**src/rtl/jtag_l2_test_pkg.sv**
```systemverilog
// Shared types and constants for the JTAG-to-L2 test block: instruction codes,
// DR widths, the MEMACC field layout and the TAP controller state encoding.
package jtag_l2_test_pkg;

    localparam int unsigned IR_W = 5;

    localparam logic [IR_W-1:0] INSTR_IDCODE  = 5'h02;
    localparam logic [IR_W-1:0] INSTR_MEMACC  = 5'h04;
    localparam logic [IR_W-1:0] INSTR_CONFREG = 5'h06;
    localparam logic [IR_W-1:0] INSTR_BYPASS  = 5'h1F;
    localparam logic [IR_W-1:0] IR_CAPTURE    = 5'b00001;

    localparam int unsigned IDCODE_DR_W  = 32;
    localparam int unsigned MEMACC_DR_W  = 65;
    localparam int unsigned CONFREG_DR_W = 9;

    typedef struct packed {
        logic        we;
        logic [31:0] addr;
        logic [31:0] data;
    } memacc_t;

    typedef enum logic [3:0] {
        TEST_LOGIC_RESET,
        RUN_TEST_IDLE,
        SELECT_DR_SCAN,
        CAPTURE_DR,
        SHIFT_DR,
        EXIT1_DR,
        PAUSE_DR,
        EXIT2_DR,
        UPDATE_DR,
        SELECT_IR_SCAN,
        CAPTURE_IR,
        SHIFT_IR,
        EXIT1_IR,
        PAUSE_IR,
        EXIT2_IR,
        UPDATE_IR
    } tap_state_e;

    typedef enum logic [1:0] {
        DR_BYPASS,
        DR_IDCODE,
        DR_MEMACC,
        DR_CONFREG
    } dr_sel_e;

    // Unknown instruction codes fall back to the bypass register.
    function automatic dr_sel_e decode_ir(input logic [IR_W-1:0] ir);
        case (ir)
            INSTR_IDCODE:  return DR_IDCODE;
            INSTR_MEMACC:  return DR_MEMACC;
            INSTR_CONFREG: return DR_CONFREG;
            default:       return DR_BYPASS;
        endcase
    endfunction

endpackage

```
**src/rtl/jtag_l2_tap.sv**
```systemverilog
// IEEE 1149.1 TAP for the L2 test block (TCK domain): controller FSM, IR,
// IDCODE/BYPASS/CONFREG/MEMACC data registers and the MEMACC request holding register.
module jtag_l2_tap
    import jtag_l2_test_pkg::*;
#(
    parameter logic [31:0] IDCODE_VALUE = 32'h1024_5BDF,
    parameter int unsigned IR_WIDTH     = 5
) (
    input  logic        tck,
    input  logic        trst_n,
    input  logic        tms,
    input  logic        tdi,
    output logic        tdo,
    input  logic        busy,
    input  logic [31:0] rdata,
    output memacc_t     req,
    output logic        req_tgl
);

    tap_state_e state_q, state_d;

    logic [IR_WIDTH-1:0]    ir_shift_q;
    logic [IR_WIDTH-1:0]    ir_q;
    logic [MEMACC_DR_W-1:0] dr_q;
    logic [CONFREG_DR_W-1:0] confreg_q;
    memacc_t                req_q;
    logic                   req_tgl_q;
    dr_sel_e                dr_sel;
    memacc_t                capture_val;

    assign dr_sel      = decode_ir(IR_W'(ir_q));
    assign capture_val = {busy, req_q.addr, rdata};
    assign req         = req_q;
    assign req_tgl     = req_tgl_q;

    always_ff @(posedge tck or negedge trst_n) begin
        if (!trst_n) state_q <= TEST_LOGIC_RESET;
        else         state_q <= state_d;
    end

    always_comb begin
        state_d = state_q;
        case (state_q)
            TEST_LOGIC_RESET: state_d = tms ? TEST_LOGIC_RESET : RUN_TEST_IDLE;
            RUN_TEST_IDLE:    state_d = tms ? SELECT_DR_SCAN   : RUN_TEST_IDLE;
            SELECT_DR_SCAN:   state_d = tms ? SELECT_IR_SCAN   : CAPTURE_DR;
            CAPTURE_DR:       state_d = tms ? EXIT1_DR         : SHIFT_DR;
            SHIFT_DR:         state_d = tms ? EXIT1_DR         : SHIFT_DR;
            EXIT1_DR:         state_d = tms ? UPDATE_DR        : PAUSE_DR;
            PAUSE_DR:         state_d = tms ? EXIT2_DR         : PAUSE_DR;
            EXIT2_DR:         state_d = tms ? UPDATE_DR        : SHIFT_DR;
            UPDATE_DR:        state_d = tms ? SELECT_DR_SCAN   : RUN_TEST_IDLE;
            SELECT_IR_SCAN:   state_d = tms ? TEST_LOGIC_RESET : CAPTURE_IR;
            CAPTURE_IR:       state_d = tms ? EXIT1_IR         : SHIFT_IR;
            SHIFT_IR:         state_d = tms ? EXIT1_IR         : SHIFT_IR;
            EXIT1_IR:         state_d = tms ? UPDATE_IR        : PAUSE_IR;
            PAUSE_IR:         state_d = tms ? EXIT2_IR         : PAUSE_IR;
            EXIT2_IR:         state_d = tms ? UPDATE_IR        : SHIFT_IR;
            UPDATE_IR:        state_d = tms ? SELECT_DR_SCAN   : RUN_TEST_IDLE;
            default:          state_d = TEST_LOGIC_RESET;
        endcase
    end

    always_ff @(posedge tck or negedge trst_n) begin
        if (!trst_n) begin
            ir_shift_q <= '0;
            ir_q       <= IR_WIDTH'(INSTR_IDCODE);
        end else begin
            case (state_q)
                TEST_LOGIC_RESET: ir_q       <= IR_WIDTH'(INSTR_IDCODE);
                CAPTURE_IR:       ir_shift_q <= IR_WIDTH'(IR_CAPTURE);
                SHIFT_IR:         ir_shift_q <= {tdi, ir_shift_q[IR_WIDTH-1:1]};
                UPDATE_IR:        ir_q       <= ir_shift_q;
                default:          ;
            endcase
        end
    end

    // One shared shift register; each instruction only shifts its own low slice.
    always_ff @(posedge tck or negedge trst_n) begin
        if (!trst_n) begin
            dr_q      <= '0;
            confreg_q <= '0;
            req_q     <= '0;
            req_tgl_q <= 1'b0;
        end else begin
            case (state_q)
                CAPTURE_DR: begin
                    case (dr_sel)
                        DR_IDCODE:  dr_q <= MEMACC_DR_W'(IDCODE_VALUE);
                        DR_MEMACC:  dr_q <= capture_val;
                        DR_CONFREG: dr_q <= MEMACC_DR_W'(confreg_q);
                        default:    dr_q <= '0;
                    endcase
                end
                SHIFT_DR: begin
                    case (dr_sel)
                        DR_IDCODE:  dr_q[IDCODE_DR_W-1:0]  <= {tdi, dr_q[IDCODE_DR_W-1:1]};
                        DR_MEMACC:  dr_q                   <= {tdi, dr_q[MEMACC_DR_W-1:1]};
                        DR_CONFREG: dr_q[CONFREG_DR_W-1:0] <= {tdi, dr_q[CONFREG_DR_W-1:1]};
                        default:    dr_q[0]                <= tdi;
                    endcase
                end
                UPDATE_DR: begin
                    case (dr_sel)
                        DR_MEMACC: begin
                            req_q     <= dr_q;
                            req_tgl_q <= ~req_tgl_q;
                        end
                        DR_CONFREG: confreg_q <= dr_q[CONFREG_DR_W-1:0];
                        default:    ;
                    endcase
                end
                default: ;
            endcase
        end
    end

    always_ff @(negedge tck or negedge trst_n) begin
        if (!trst_n)                 tdo <= 1'b0;
        else if (state_q == SHIFT_IR) tdo <= ir_shift_q[0];
        else if (state_q == SHIFT_DR) tdo <= dr_q[0];
        else                          tdo <= 1'b0;
    end

endmodule

```
**config.mk**
```make
export PLATFORM = sky130hd
export DESIGN_NAME = jtag_l2_tap
export DESIGN_NICKNAME = d
export VERILOG_FILES = /design/src/rtl/jtag_l2_test_pkg.sv /design/src/rtl/jtag_l2_tap.sv
export SDC_FILE = /design/constraint.sdc
export NUM_CORES = 1
export LEC_CHECK = 0
export CELL_PAD_IN_SITES_DETAIL_PLACEMENT = 0
export CELL_PAD_IN_SITES_GLOBAL_PLACEMENT = 1
export CORE_ASPECT_RATIO = 1.4
export CORE_MARGIN = 3
export CORE_UTILIZATION = 47
export DETAILED_ROUTE_END_ITERATION = 16
export PLACE_DENSITY_LB_ADDON = 0.12
export SETUP_SLACK_MARGIN = 0.1
export SKIP_CTS_REPAIR_TIMING = 1
export SLEW_MARGIN = 20
export SYNTH_ARGS = -nofsm -noshare
export SYNTH_HDL_FRONTEND = slang
export SYNTH_SLANG_ARGS = --single-unit
export TNS_END_PERCENT = 50
```
**constraint.sdc**
```tcl
create_clock -name tck -period 3.85 [get_ports tck]
set_input_delay 0.77 -clock tck [delete_from_list [all_inputs] [get_ports tck]]
set_output_delay 0.77 -clock tck [all_outputs]
set_load 0.01 [all_outputs]
```
Word-level counts from Yosys, hierarchy flattened
Cells that the tools add are included.
W data, S select, Z words.

operators by class
  equal/unequal tests = 24
  mux-type cells = 24
  bitwise gates (word level) = 1
  reduce and logical (&&, ||, !) cells = 14

operator list
  kind                  count
  $pmux W65 S3          1
  $pmux W65 S2          1
  $pmux W4 S12          1
  $pmux W23 S2          1
  $mux W33              1
  $eq A4 B4 Y1 const B  8
  $pmux W5 S2           2
  $eq A4 B3 Y1 const B  4
  $mux W4               4
  $pmux W8 S2           1
  $eq A5 B3 Y1 const B  2
  $reduce_and A2 Y1     5
  $eq A4 B2 Y1 const B  2
  $mux W1               6
  $mux W2               3
  $mux W3               2
  $pmux W2 S3           1
  $reduce_bool A2 Y1    3
  $reduce_or A2 Y1      3
  $reduce_or A3 Y1      2
  $eq A5 B2 Y1 const B  1
  $eq A2 B2 Y1 const B  2
  $eq A4 B1 Y1 const B  1
  $logic_not A4 Y1      1
  other kinds (5)       5

word-level totals
  register bits = 155
  bits of input ports = 37
  output and inout bits = 67
  word-level logic and storage cells = 76

Depth between registers and ports, before layout
Gate-level depths: netlist of the first run.

  depth after elaboration = 6
  depth in mapped cells = 10
  depth with buffers taken out = 7

==> results.cfg, run 1 <==
[detailed_routing]
met2WireLength_microns = 8123
wl_microns = 16140
wl_met1_microns = 6936
drtIter0Drc = 228
vias_per_cell = 5.743
vias = 4985
drc = 0
top_layer_used = met4
post_drt_wl_per_cell_microns = 18.59
firstDrtPassIters = 4
wl_met3_microns = 605
ant_nets = 0

[floorplan]
row_count = 51
die_y_microns = 149.0
initial_core_util_pct = 48.68
die_w_microns = 108.1
core_sq_um = 14100
ios = 104
dieArea_sq_um = 16110

[yosys]
yosysMostFrequentCell = dfrtp_1
synth-seq-cells = 155
syn_area_per_cell_sq_um = 11.84
syn_inst = 580
yosysWarnings = 0
postSynth.asyncResetShare_pct = 100.0
syn-num-nets = 621
yosysSeqAreaShare_pct = 56.52
synth_area_leader_cell = dfrtp_1
ys_top_cells_by_count = 153 x dfrtp_1, 72 x mux2_2, 51 x nand2_1, 33 x mux2i_1, 33 x o2bb2ai_1
netlist.area_leader.share_pct = 55.77
synthesis.area_sq_um = 6865
synth-edff-count = 0
synthDistinctLibCells = 48
synth_area_leaders = dfrtp_1 56%, mux2_2 12%, mux2i_1 4.8%
synth_top_flop_cell = dfrtp_1

[place]
hpwlAfterDp_microns = 10360
port_buffers = 103
gp_congestion = 0.7727

[global_routing]
grt_overflow = 0
first_global_vias = 5232
grt_use_total_pct = 21.32
grt_max_degree = 82
antenna_found_initial = 0
grt_pass1_wl_microns = 26860

[clocking]
cts_buffers = 17
cts_root_buf = clkbuf_16
insertion_delay_ns = 0.42
cts_buffer_depth = 2
clk_pin_slew_worst_paths_ns = 0.06
htree_levels = 4
clock_sinks = 155
cts_tree = yes

[sta]
finalClockSkew_ns = 0.02210
setup_viol = 0
worst_pin_slew_ns = 0.9536
slew_violations = 0
relSlewSlack_pct = 36.19
fin_setup_tns_ns = 0
rsz0062_at_grt = false
hold_ws_ns = 0.2021
hold_viol = 0

[finish]
diodes = 0
syn_to_final_growth_pct = 26.32
drive_above_1_share_pct = 18.01
final_nets = 711

[setup_path]
cp.required_ns = 3.08
critPathKind = flip-flop to output pin
reg2reg_slack_ns = 0.77
slowest_stage = dfrtn_1
crit_family = flip-flops
critPathLaunchType = flip-flop
cp_num_buf_inv = 1
cp-end-kind = output pin
worstPathCellList = dlymetal6s2s_1
worstPathArrival_ns = 2.87
critPathMaxFanout = 1
max_stage_delay_ns = 0.39

[power]
power_frac_comb_pct = 30.2
powerDensity_nw_per_um2 = 652.6
p_sw_mw = 1.909
clkPwrFrac_pct = 31.3
ir_drop_mv = 0.4374
power_frac_seq_pct = 38.5
internal-power_mw = 3.750
p_leak_nw = 3.836
switching_share_pct = 33.74

[worst_hold_path]
holdCritPathClass = input pin to asynchronous set/reset pin

[run_status]
outcome = complete, no violations

[job]
drv_cap = 0
## power by group through the flow
stage	Combinational, mW	Clock (mW)	Sequential, mW
after detailed placement	1.70	0	2.21
after floorplan	1.26	0	2.14
after global routing	1.91	1.88	2.22
after global placement	1.65	0	2.19
after CTS	1.72	1.80	2.18
final	1.71	1.77	2.18
## final timing paths
| path | startpoint | to | cells after the start |
|---|---|---|---|
| worst max register to register | state_q[2] | tdo | 2 |
| max in group asynchronous | trst_n | tdo | 1 |
| min in group tck | req_tgl | req_tgl | 1 |
| worst max-delay path | tdo | tdo | 1 |
| worst min-delay path | trst_n | req[42] | 1 |
| worst min register to register | req_tgl | req_tgl | 1 |
## final cells by class
type	instances	area, sq um
tap	185	231.5
fill	1148	5430
inverter	7	26.28
multi-input combinational	373	2763
sequential	155	3880
timing repair buffer	116	1149
clock inverter	6	133.9
clock buffer	26	489.2
## kinds of logic after synthesis
kind of cell,Yosys count,share of synthesized area (%)
AOI/OAI and AO/OA,143,14.38
adders and majority gates,4,0.7290
and+or+nand+nor,120,8.019
buffers and inverters,52,3.609
xor gates and xnor gates,1,0.1276
muxes,105,16.62
DFF,155,56.52
## cell usage in the layout, fill, tap and decap left out, drive strengths merged, types with 3 or more instances in the layout
cell type and n:
a22o 8, dfrtp 153, nand3 19, clkbuf 26, inv 7, a31oi 16
o21ai 29, bufinv 4, buf 14, nor2b 4, o22ai 7, mux2i 33
o2bb2ai 33, nand2b 3, a21oi 30, o31ai 9, mux2 72, nor2 29
clkdlybuf4s50 101, nand2 51, ha 4
## metrics by stage
stage	worst slack, ns	instances	area (sq um)	power (mW)	utilization (%)
6_report	0.2116	868	8672	5.659	61.49
2_1_floorplan	0.7428	580	6865	3.406	-
3_3_place_gp	0.2452	836	8043	3.842	57.03
4_1_cts	-0.1829	868	8666	5.698	61.45
5_1_grt	0.1716	868	8672	6.016	61.49
3_5_place_dp	0.2486	836	8043	3.910	57.03
## sequential cells by signal (all words and copies together) (netlist names)
name / flops
req_tgl: 1
tdo: 1
confreg_q: 9
dr_q: 65
ir_shift_q: 5
req: 65
state_q: 4
ir_q: 5
## routing by layer
layer,vias up,GRT usage [%]
met5,-,0
met4,0,9.539
met3,28,5.110
met2,130,34.06
met1,2548,27.60
li1,2279,-
## worst reg2reg max path, cell delays in order, from the launching register on
cell     delay [ns]
dfrtp_1        0.42
or3b_1         0.41
o31ai_1        0.28
(Power assumes the default switching activity.)
==> run 2, diff against run 1 <==
- CTS_CLUSTER_DIAMETER: default -> 60
- RECOVER_POWER: default -> 50
==> results.cfg, run 2 (synthesized netlist as in run 1, its figures left out) <==
[power]
power_frac_seq_pct = 38.7
clkPwrFrac_pct = 31.4
p_leak_nw = 3.897
powerDensity_nw_per_um2 = 651.7
internal-power_mw = 3.737
power_frac_comb_pct = 30.0
ir_drop_mv = 0.4339
p_total_mw = 5.639
switching_share_pct = 33.74
p_sw_mw = 1.902

[setup_path]
critPathMaxFanout = 1
cp_num_buf_inv = 1
cp-end-kind = output pin
crit_family = flip-flops
worstPathArrival_ns = 2.87
critPathLaunchType = flip-flop
worstPathCellList = dlymetal6s2s_1
slowest_stage = dfrtn_1
cp.required_ns = 3.08
max_stage_delay_ns = 0.39
reg2reg_from = state_q[2]
reg2reg_slack_ns = 0.77
critPathKind = flip-flop to output pin
worstSetupStartpoint = tdo

[sta]
fin_setup_tns_ns = 0
relSlewSlack_pct = -17.17
slew_violations = 82
setup_viol = 0
rsz0062_at_grt = false
hold_ws_ns = 0.4755
hold_viol = 0
worst_pin_slew_ns = 1.758
finalClockSkew_ns = 0.02312
worst_slack_ns = 0.2123

[detailed_routing]
vias = 4966
firstDrtPassIters = 5
wl_microns = 16010
vias_per_cell = 5.721
post_drt_wl_per_cell_microns = 18.44
drc = 0
drtIter0Drc = 232
ant_nets = 0

[clocking]
cts_buffer_depth = 2
cts_buffers = 17
cts_root_buf = clkbuf_16
insertion_delay_ns = 0.42
htree_levels = 4
cts_tree = yes
clk_pin_slew_worst_paths_ns = 0.06
clock_sinks = 155

[place]
dpl_worst_slack_ns = 0.2486
place_inst = 836
place_area_sq_um = 8043
hpwlAfterDp_microns = 10360
gp_congestion = 0.7727
port_buffers = 103

[worst_hold_path]
holdCritPathClass = flip-flop to flip-flop
min_from = req_tgl

[floorplan]
core_sq_um = 14100
die_w_microns = 108.1
die_y_microns = 149.0
dieArea_sq_um = 16110
ios = 104
row_count = 51
initial_core_util_pct = 48.68

[finish]
layout_commonest_cell = dfrtp_1
final_area_sq_um = 8652
final_nets = 711
stdcell_count = 868
diodes = 0
syn_to_final_growth_pct = 26.03
regArea_sq_um = 3880
drive_above_1_share_pct = 17.72
postLayoutCoreUtil_pct = 61.35
multi_input_area_sq_um = 2763
mostFrequentLayoutCells = 153 x dfrtp_1, 80 x clkdlybuf4s50_1, 72 x mux2_2, 51 x nand2_1
fill_cells = 1151

[global_routing]
grt_overflow = 0
first_global_vias = 5232
grt_pass1_wl_microns = 26860
grt_max_degree = 82
antenna_found_initial = 0
grt_use_total_pct = 21.32

[run_status]
outcome = finished, violations left
violations = capacitance limit, slew limit

[job]
drv_cap = 1
## run 2: cell count changes in the layout (fill, tap and decap cells not counted)
cell and delta:
clkdlybuf4s50_1 -21, dlygate4sd3_1 +21, clkbuf_2 +1, buf_4 -2
buf_6 -2, buf_2 +1, clkbuf_1 +2
## run 2: final timing paths
check	to	cells past startpoint
min in group asynchronous	req[42]	1
worst min-delay path	req_tgl	1
worst max register to register	tdo	2
worst min register to register	req_tgl	1
worst max-delay path	tdo	1
max in group asynchronous	tdo	1
## run 2: routing by layer
layer  vias to the layer above  routed length [microns]  global-route usage [%]
li1                       2277                        -                       -
met1                      2536                     6832                   27.60
met2                       123                     8060                   34.06
met3                        30                      608                   5.110
met4                         0                      507                   9.539
met5                         -                        0                       0
## run 2: cell type report
type	instances	area share, %
Sequential cell	155	44.84
Multi-Input combinational cell	373	31.93
Timing Repair Buffer	116	13.04
Clock buffer	26	5.654
Tap cell	185	2.675
Clock inverter	6	1.547
Inverter	7	0.3037
## run 2: power groups by stage
| stage | combinational [mW] | sequential, mW | clock, mW |
|---|---|---|---|
| after detailed placement | 1.70 | 2.21 | 0 |
| after CTS | 1.72 | 2.18 | 1.80 |
| after global routing | 1.90 | 2.22 | 1.88 |
| final | 1.69 | 2.18 | 1.77 |
| after global placement | 1.65 | 2.19 | 0 |
| after floorplan | 1.26 | 2.14 | 0 |
==> run 3, diff against run 2 <==
- CORE_MARGIN: 3 -> default
==> results.cfg, run 3 (synthesized netlist as in run 1, its figures left out) <==
[run_status]
outcome = finished, violations left
violations = capacitance limit, slew limit

[detailed_routing]
top_layer_used = met4
met2WireLength_microns = 7993
vias_per_cell = 5.619
firstDrtPassIters = 4
drtIter0Drc = 273
vias = 4894
wl_microns = 15850
wl_met3_microns = 509
wl_met1_microns = 7049
ant_nets = 0
post_drt_wl_per_cell_microns = 18.20
drc = 0

[sta]
hold_ws_ns = 0.4738
hold_viol = 0
worst_slack_ns = 0.2315
rsz0062_at_grt = false
slew_violations = 34
worst_pin_slew_ns = 1.855
finalClockSkew_ns = 0.02189
setup_viol = 0
relSlewSlack_pct = -23.64

[power]
p_sw_mw = 1.996
switching_share_pct = 36.64
ir_drop_mv = 0.4835
power_frac_comb_pct = 31.3
p_leak_nw = 3.939
power_frac_seq_pct = 39.9
clkPwrFrac_pct = 28.8
powerDensity_nw_per_um2 = 632.7
internal-power_mw = 3.452

[clocking]
cts_buffers = 17
clock_sinks = 155
insertion_delay_ns = 0.41
cts_root_buf = clkbuf_16
cts_tree = yes
clk_pin_slew_worst_paths_ns = 0.07
htree_levels = 4
cts_buffer_depth = 2

[place]
dpl_worst_slack_ns = 0.2576
port_buffers = 103
place_area_sq_um = 8065
gp_congestion = 0.7899
hpwlAfterDp_microns = 10290
place_inst = 839

[setup_path]
reg2reg_depth = 2
worstPathArrival_ns = 2.85
cp-end-kind = output pin
critPathLaunchType = flip-flop
cp_num_buf_inv = 1
reg2reg_slack_ns = 0.77
reg2reg_from = state_q[2]
critPathKind = flip-flop to output pin
crit_family = flip-flops
critPathMaxFanout = 1
cp.required_ns = 3.08
regToRegEndpoint = tdo
max_stage_delay_ns = 0.37
slowest_stage = dfrtn_1
worstPathCellList = dlymetal6s2s_1

[floorplan]
ios = 104
row_count = 51
initial_core_util_pct = 48.68
dieArea_sq_um = 15100
die_y_microns = 145.0
core_sq_um = 14100
die_w_microns = 104.1

[finish]
syn_to_final_growth_pct = 25.41
final_area_sq_um = 8610
final_nets = 714
drive_above_1_share_pct = 18.66
layout_commonest_cell = dfrtp_1
fill_cells = 1166
mostFrequentLayoutCells = 153 x dfrtp_1, 72 x mux2_2, 61 x clkdlybuf4s50_1, 51 x nand2_1, 40 x dlygate4sd3_1
regArea_sq_um = 3880
stdcell_count = 871
postLayoutCoreUtil_pct = 61.05
diodes = 0
multi_input_area_sq_um = 2763

[global_routing]
grt_overflow = 0
grt_pass1_wl_microns = 26600
grt_use_total_pct = 22.51
grt_max_degree = 68
antenna_found_initial = 0
first_global_vias = 5029

[worst_hold_path]
holdCritPathClass = flip-flop to flip-flop
whs_endpoint = req_tgl
holdPathStages = 1
min_from = req_tgl

[job]
drv_cap = 1
-- run 3: metrics by stage --
stage                     power, mW  setup TNS (ns)
final                         5.447               0
after global routing          5.822               0
after CTS                     5.510         -0.1659
after detailed placement      3.917               0
after global placement        3.850               0
after floorplan               3.406               0
-- run 3: worst max-delay path by stage --
stage	from	to	slack, ns	depth (start not counted)
after floorplan	tdo	tdo	0.74	0
after global placement	tdo	tdo	0.25	1
after detailed placement	tdo	tdo	0.26	1
after CTS	tdo	tdo	-0.17	1
after global routing	tdo	tdo	0.21	1
final	tdo	tdo	0.23	1
-- run 3: area by class of cell --
cell class	instances	share of cell area [%]
clock buffer	18	4.985
clock inverter	14	1.511
inverter	7	0.3052
multi-input combinational	373	32.09
sequential	155	45.07
tap	185	2.689
timing repair buffer	119	13.36
-- run 3: metal layers --
metal,up-vias,track usage [%]
li1,2300,-
met1,2453,28.68
met2,121,37.67
met3,20,4.268
met4,0,9.071
met5,-,0
-- run 3: power groups by stage --
| stage | logic, mW | clock network [mW] | registers, mW |
|---|---|---|---|
| 4_1_cts | 1.73 | 1.61 | 2.17 |
| 6_report | 1.71 | 1.57 | 2.17 |
| 2_1_floorplan | 1.26 | 0 | 2.14 |
| 3_3_place_gp | 1.66 | 0 | 2.19 |
| 3_5_place_dp | 1.72 | 0 | 2.20 |
| 5_1_grt | 1.93 | 1.68 | 2.22 |
